**src/rtl/lh_pkg.sv**
```systemverilog
// lh_pkg: shared definitions for the light hash output path.
//   LH_DIGEST_W  width of a digest word
//   LH_IV        initial value of the hash core (also a handy known digest)
//   ASCII_*      character constants used by the hex printers
//   lh_rd_state_t  state encoding of the digest hex reader
package lh_pkg;

    localparam int          LH_DIGEST_W = 64;
    localparam logic [63:0] LH_IV       = 64'h34550F14DAC02BEE;

    localparam logic [7:0] ASCII_0  = 8'h30;
    localparam logic [7:0] ASCII_UA = 8'h41;
    localparam logic [7:0] ASCII_LA = 8'h61;
    localparam logic [7:0] ASCII_LF = 8'h0A;

    typedef enum logic [1:0] {
        IDLE = 2'd0,
        HEX  = 2'd1,
        NL   = 2'd2
    } lh_rd_state_t;

endpackage

```
**src/rtl/lh_nibble2ascii.sv**
```systemverilog
// lh_nibble2ascii: combinational conversion of one nibble to its ASCII hex
// character.
//   UPPERCASE  1: 'A'..'F' for 10..15, 0: 'a'..'f'
//   i_nibble   4-bit value
//   o_char     ASCII character
module lh_nibble2ascii
    import lh_pkg::*;
#(
    parameter bit UPPERCASE = 1'b1
) (
    input  logic [3:0] i_nibble,
    output logic [7:0] o_char
);

    logic [7:0] w_nib8;
    logic [7:0] w_alpha_base;

    assign w_nib8       = {4'h0, i_nibble};
    assign w_alpha_base = UPPERCASE ? ASCII_UA : ASCII_LA;

    always_comb begin
        o_char = ASCII_0 + w_nib8;
        if (i_nibble >= 4'd10) begin
            o_char = w_alpha_base + (w_nib8 - 8'd10);
        end
    end

endmodule

```
**src/rtl/lh_digest_hex_reader.sv**
```systemverilog
// lh_digest_hex_reader: captures a digest from the hash core and streams it
// as 16 ASCII hex characters (MS nibble first), optionally followed by LF,
// over a valid/ready byte interface.
//   clk, rst       clock, asynchronous active-high reset
//   digest         digest word, sampled when a capture happens
//   digest_ready   digest strobe from the hash core
//   out_char       current character (0 when idle)
//   out_valid      out_char is valid
//   out_ready      sink accepts out_char this cycle
//   busy           a digest is held and not yet fully transferred
//   err_overrun    one-cycle pulse when a strobed digest was dropped
module lh_digest_hex_reader
    import lh_pkg::*;
#(
    parameter bit UPPERCASE      = 1'b1,
    parameter bit APPEND_NEWLINE = 1'b1
) (
    input  logic                   clk,
    input  logic                   rst,
    input  logic [LH_DIGEST_W-1:0] digest,
    input  logic                   digest_ready,
    output logic [7:0]             out_char,
    output logic                   out_valid,
    input  logic                   out_ready,
    output logic                   busy,
    output logic                   err_overrun
);

    lh_rd_state_t           r_state;
    logic [LH_DIGEST_W-1:0] r_sreg;
    logic [3:0]             r_idx;
    logic                   r_err;

    logic [7:0] w_hex_char;
    logic       w_hs;
    logic       w_final_hs;
    logic       w_capture;

    lh_nibble2ascii #(
        .UPPERCASE(UPPERCASE)
    ) u_nib (
        .i_nibble(r_sreg[LH_DIGEST_W-1 -: 4]),
        .o_char  (w_hex_char)
    );

    assign w_hs = (r_state != IDLE) && out_ready;

    // The transfer that ends the current digest: LF if enabled, else the
    // last hex character. A new digest arriving on this edge is taken
    // straight into HEX so consecutive digests have no idle gap.
    assign w_final_hs = w_hs &&
                        ((r_state == NL) ||
                         ((r_state == HEX) && (r_idx == 4'hF) && !APPEND_NEWLINE));

    assign w_capture = digest_ready && ((r_state == IDLE) || w_final_hs);

    always_ff @(posedge clk or posedge rst) begin
        if (rst) begin
            r_state <= IDLE;
            r_sreg  <= '0;
            r_idx   <= 4'd0;
            r_err   <= 1'b0;
        end else begin
            // Any strobe that cannot be captured while busy is dropped.
            r_err <= digest_ready && !w_capture && (r_state != IDLE);

            if (w_capture) begin
                r_state <= HEX;
                r_sreg  <= digest;
                r_idx   <= 4'd0;
            end else if (w_hs) begin
                case (r_state)
                    HEX: begin
                        r_sreg <= {r_sreg[LH_DIGEST_W-5:0], 4'h0};
                        r_idx  <= r_idx + 4'd1;
                        if (r_idx == 4'hF) begin
                            r_state <= APPEND_NEWLINE ? NL : IDLE;
                        end
                    end
                    NL:      r_state <= IDLE;
                    default: r_state <= IDLE;
                endcase
            end
        end
    end

    // Outputs are decoded from registers only.
    always_comb begin
        case (r_state)
            HEX:     out_char = w_hex_char;
            NL:      out_char = ASCII_LF;
            default: out_char = 8'h00;
        endcase
    end

    assign out_valid   = (r_state != IDLE);
    assign busy        = (r_state != IDLE);
    assign err_overrun = r_err;

endmodule

```
**config.mk**
```make
export PLATFORM = sky130hd
export DESIGN_NAME = lh_digest_hex_reader
export DESIGN_NICKNAME = d
export VERILOG_FILES = /design/src/rtl/lh_pkg.sv /design/src/rtl/lh_nibble2ascii.sv /design/src/rtl/lh_digest_hex_reader.sv
export SDC_FILE = /design/constraint.sdc
export NUM_CORES = 1
export LEC_CHECK = 0
export ABC_AREA = 1
export BUFFER_PORTS_ARGS = -buffer_cell sky130_fd_sc_hd__buf_2
export CAP_MARGIN = 20
export CELL_PAD_IN_SITES_DETAIL_PLACEMENT = 1
export CELL_PAD_IN_SITES_GLOBAL_PLACEMENT = 1
export CORE_MARGIN = 2
export CORE_UTILIZATION = 39
export DETAILED_ROUTE_END_ITERATION = 10
export PLACE_DENSITY = 0.85
export SYNTH_ARGS = -nofsm -noshare
export SYNTH_HDL_FRONTEND = slang
export SYNTH_SLANG_ARGS = --single-unit
```
**constraint.sdc**
```tcl
create_clock -name clk -period 2.5 [get_ports clk]
set_input_delay 0.5 -clock clk [delete_from_list [all_inputs] [get_ports clk]]
set_output_delay 0.5 -clock clk [all_outputs]
set_load 0.05 [all_outputs]
```
; Yosys cells after proc, flatten, opt, wreduce, memory -nomap -nowiden
; Cells that the tools add are included.
[classes]
n_addsub = 4
n_lt_le_gt_ge = 1
eq_ne = 4
n_mux = 12
reduce_logical = 13
[op_table]
columns = operator, count
row1 = 2-to-1 mux 64 bit, 3
row2 = case mux 8 bit (2 select lines), 1
row3 = 2-to-1 mux 4 bit, 3
row4 = "adder 7 x 8 -> 8 bit, first input constant", 1
row5 = 2-to-1 mux 2 bit, 4
row6 = 2-to-1 mux 8 bit, 1
row7 = "adder 6 x 4 -> 7 bit, first input constant", 1
row8 = nonzero test 2 bit, 3
row9 = logical AND 1 bit, 5
row10 = "subtractor 4 x 4 -> 5 bit, second input constant", 1
row11 = "adder 4 x 1 -> 4 bit, second input constant", 1
row12 = "equality test 4 bit, second input constant", 1
row13 = "greater-or-equal comparator 4 bit, second input constant", 1
row14 = AND reduction 2 bit, 2
row15 = "inequality test 3 x 2 -> 1 bit, second input constant", 1
row16 = "equality test 2 x 1 -> 1 bit, second input constant", 1
row17 = "equality test 2 bit, second input constant", 1
row18 = logical NOT 2 bit, 1
row19 = logical NOT 1 bit, 1
row20 = logical OR 1 bit, 1
[totals]
reg_bits = 71
inputBits = 68
output_inout_bits = 11
word_cells = 38

; Logic depth before layout (Yosys ltp)
[depth]
depth_word = 8
mapped_depth = 11
mapped_depth_nobuf = 11

; By module
; A second synthesis with hierarchy kept.
[hier_totals]
hier_cells = 468
area_unflattened_um2 = 3856.2
[modules_own_cells]
columns = mod, n_inst, cells_each, area_per_inst_um2, seq_area_each_um2
row1 = lh_digest_hex_reader, 1, 421, 3589.7, 1776.7
row2 = lh_nibble2ascii, 1, 47, 266.5, 0.0

; Worst setup path after synthesis
; OpenSTA, ideal clock, no wires.
[synth_timing]
kind = reg-to-output
from = register r_sreg[61]
to = output out_char[0]
arrival_ns = 2.193
t_required_ns = 2.000
path_slack_ns = -0.193
path_stages_with_launch = 10
n_path_buf = 0
cell_sequence = dfrtp_1 -> inv_1 -> ha_1 -> inv_1 -> ha_1 -> inv_1 -> nand2_1 -> inv_1 -> nor2_1 -> nor3_1
[synth_between]
elab_chain_cells = 3
[synth_lines]
columns = item, line_no
row1 = "start, declared", lh_digest_hex_reader.sv:30  ; logic [LH_DIGEST_W-1:0] r_sreg;
row2 = "start signal, assigned", lh_digest_hex_reader.sv:69  ; r_sreg <= digest;
row3 = "start signal, assigned", lh_digest_hex_reader.sv:74  ; r_sreg <= {r_sreg[LH_DIGEST_W-5:0], 4'h0};
row4 = greater-or-equal comparator 4 bit, lh_nibble2ascii.sv:23  ; if (i_nibble >= 4'd10) begin
row5 = 2-to-1 mux 8 bit, lh_nibble2ascii.sv:23
row6 = case mux 8 bit (2 select lines), lh_digest_hex_reader.sv:89  ; case (r_state)
row7 = "end, declared", lh_digest_hex_reader.sv:22  ; output logic [7:0] out_char,
; Every way passes these cells.

; Final worst setup path
[layout_timing]
from = register r_sreg[61]
to = output out_char[2]
[layout_between]
elab_chain_cells = 4
word_cells_on_any_way = 6
cone_classes = 3 x add/sub / 1 x order compare / 2 x mux
[layout_lines]
columns = item, line_no
row1 = subtractor 4 x 4 -> 5 bit, lh_nibble2ascii.sv:24  ; o_char = w_alpha_base + (w_nib8 - 8'd10);
row2 = adder 7 x 8 -> 8 bit, lh_nibble2ascii.sv:24
row3 = 2-to-1 mux 8 bit (*), lh_nibble2ascii.sv:23
row4 = case mux 8 bit (2 select lines) (*), lh_digest_hex_reader.sv:89
; Mark *: on every way between the ends. The rest lies on a longest branch, timed or not.

==> summary.txt <==
Yosys
  – Avg Inst Size Synth: 8.037 um^2
  – Synthesized net count: 516
  – Share of the synthesized area in the top cell type: 50.35%
  – Yosys top cell by area: dfrtp_1
  – Async SR Flop Fraction: 100.0%
  – Post-synthesis sequential area ratio: 50.35%
  – Synth unique cells: 25
  – YS warnings: 0
  – Cell area after synthesis: 0.003528 mm^2
  – Ys flop type: dfrtp_1
  – Synth Register Bits: 71
  – Mapped Cells: 439
  – Synth top area cells: dfrtp_1 50%, nand2_1 15%, a31oi_1 9.4%
  – Number of flops mapped to enable cells by yosys: 0

Detailed routing
  – Post-Route WL: 9.468 mm
  – ANT nets after route: 0
  – First-pass iteration count of the detailed router: 4
  – DR iter-0 viols: 200
  – Via count: 3198
  – Avg WL per Cell: 15.27 um
  – DRC viols: 0
  – Vias per cell: 5.158

Timing
  – Max-slew violations: 0
  – Fin. Hold Viols: 0
  – Final setup violation count: 0
  – Setup ws final: 49.23 ps
  – Max Clock Skew: 8.623 ps
  – Maximum clock frequency: 408.0 MHz
  – Worst slew margin: 58.62%
  – RSZ-0062 raised after global routing: true
  – Slew @ Worst Pin: 620.8 ps
  – Tmin final: 2451 ps
  – Part of the cycle the worst path needs: 98.03%
  – Sum of negative setup slack: 0 ps

Clock tree
  – CTS Root Cell: clkbuf_8
  – H-tree depth: 3
  – Worst skew pair latency: 340 ps
  – Max Buffers Root-to-Sink: 2
  – Reg clk slew, reported paths: 80 ps
  – Total CTS buffers: 9
  – CTS tree: done
  – TritonCTS Sinks: 71

Floorplan
  – # rows: 34
  – Effective utilization at floorplan: 40.26%
  – Full die area: 0.009824 mm^2
  – Die Width: 99.12 um
  – # IOs: 79
  – Core box area: 0.008763 mm^2
  – Die extent in y: 99.12 um

Pwr
  – Pwr Total: 5.827 mW
  – IR Drop Worst-Case VDD: 0.0005092 V
  – PD cells: 1362 mW/mm^2
  – Leakage: 2.109 nW

Cells and area
  – FILL cells: 1094
  – Final layout net count: 584
  – Area Overhead vs Synth: 21.21%
  – Diodes inserted: 0
  – Layout cell share with drive strength beyond 1: 22.85%
  – Final Util: 48.80%

Critical path
  – Critical path capture point type: output pin
  – CP Launch Type: flip-flop
  – CP Max Fanout: 4
  – Slowest stage cell, crit path: dfrtp_1
  – Worst reg2reg path startpoint: r_state[0]$_DFFE_PP0P_
  – Most used cell along the critical path: buf_4
  – WP buf/inv: 3
  – Largest stage delay, worst path: 380 ps
  – Worst EP required: 2000 ps
  – Crit path cell chain: inv_2, buf_4, ha_1, xnor2_1, o21ai_0, a21oi_1, buf_4
  – CP delay by family, top: buffers and inverters
  – Crit path launch: r_sreg[61]$_DFFE_PP0P_
  – WS Path Type: reg2out
  – Critical Path AT: 1950 ps

Global route
  – Global-route wire length before repair: 15.99 mm
  – Vias in the first global route: 3434
  – Largest net degree at the start of global routing: 65
  – Initial antenna violation count: 0
  – Tot GR Track Use: 20.10%
  – Grt ovf: 0

Placed design
  – DP Wirelength: 6.482 mm
  – Port Buffers: 77
  – GPL Wtd Cong: 0.7822
  – Worst slack, placed: 148.9 ps

Worst hold path
  – Worst Hold Class: in2async

Run
  – Max-cap violations: 0

Run status
  – Status: finished, final reports clean
## area by class of cell
class / count / area, um^2 / share of cell area, %
multi-input cells: 314 / 1523 / 35.61
flip-flops and latches: 71 / 1777 / 41.54
clock inverters: 3 / 90.09 / 2.106
well taps: 108 / 135.1 / 3.160
clock buffers: 13 / 148.9 / 3.482
inverters: 25 / 95.09 / 2.224
repair buffers: 86 / 508.0 / 11.88
## worst reg2reg max path: stages, from the launching register on
cell	delay (ps)
dfrtp_1	400
inv_1	110
ha_1	220
nor2_2	80
nand2_2	70
buf_4	520
nand2_1	370
o21ai_0	250
## stage by stage
step	cell area, um^2	hold WS, ps	std cells
2_1_floorplan	3533	479.1	439
3_3_place_gp	3955	511.8	600
3_5_place_dp	3955	523.7	600
4_1_cts	4227	181.3	619
5_1_grt	4277	200.6	620
6_report	4277	170.6	620
## state kept, by name, summed over array words and instances (netlist names)
register,flops
r_state,2
r_sreg,64
err_overrun,1
r_idx,4
## report_power, final
part	leakage, nW	switching, mW	internal (mW)	total [mW]
logic	1.16	1.71	0.940	2.65
registers	0.829	0.337	1.72	2.06
clock network	0.118	0.430	0.693	1.12
total	2.11	2.47	3.35	5.83
## final timing paths
check                                    endpoint  slack, ps  cells after the start
setup / recovery                      out_char[2]         50                      7
hold / removal             r_sreg[22]$_DFFE_PP0P_        170                      2
setup reg to reg            r_sreg[1]$_DFFE_PP0P_        410                      7
hold reg to reg            r_sreg[12]$_DFFE_PP0P_        530                      2
max in group asynchronous  r_sreg[19]$_DFFE_PP0P_       1680                      3
min in group clk            r_sreg[0]$_DFFE_PP0P_        380                      3
## logic make-up (layout without fill, tap and decap cells)
kind of cell,Yosys count,count (layout),share of synthesized area (%)
XOR/XNOR,2,2,0.4965
AO/OA/AOI/OAI,72,72,12.45
other,1,1,0.1063
flip-flops,71,71,50.35
adder cells (fa/ha/maj),9,9,3.192
buffers and inverters,54,127,7.766
AND/OR/NAND/NOR,230,230,25.64
## synth_stat cells, types with 2 or more instances
cell,n
a21oi_1,6
a31oi_1,53
buf_2,13
buf_4,12
clkbuf_1,2
dfrtp_1,71
ha_1,9
inv_1,23
nand2_1,139
nand2_2,3
nand3_1,22
nor2_1,62
nor3_1,3
o211ai_1,3
o21ai_0,8
## per-layer routing
metal  share of wire, %  track usage [%]  vias to the layer above  wire length [um]
met1                 47            27.20                     1552              4426
met2                 48            32.64                       60              4588
met4                2.1            8.219                        0               203
li1                   -                -                     1569                 -
met5                  0                0                        -                 0
met3                2.6            2.881                       17               250
## timing repair
action | 4_1_cts | 5_1_grt
gates resized for setup | 7 | 11
setup buffers | 3 | 1
endpoints found under the hold margin | 0 | 0
pin swaps | 0 | 2
cloned | 0 | 0
hold buffers | 0 | 0
endpoints found under the setup margin | 7 | 7
## layout by cell type (no fill, tap or decap), types with 2 or more instances in the layout
cell type / n
a21oi_1: 6
buf_2: 73
clkbuf_8: 10
buf_12: 3
nor3_1: 2
o21ai_0: 8
ha_1: 7
nand2_2: 3
clkbuf_1: 3
o211ai_1: 3
nand2_1: 137
bufinv_16: 3
buf_6: 2
nand2_4: 2
buf_4: 7
ha_4: 2
inv_1: 16
a31oi_1: 53
dfrtp_1: 71
inv_2: 8
nor2_1: 62
nand3_1: 22
Power figures use the tool's default switching activity.
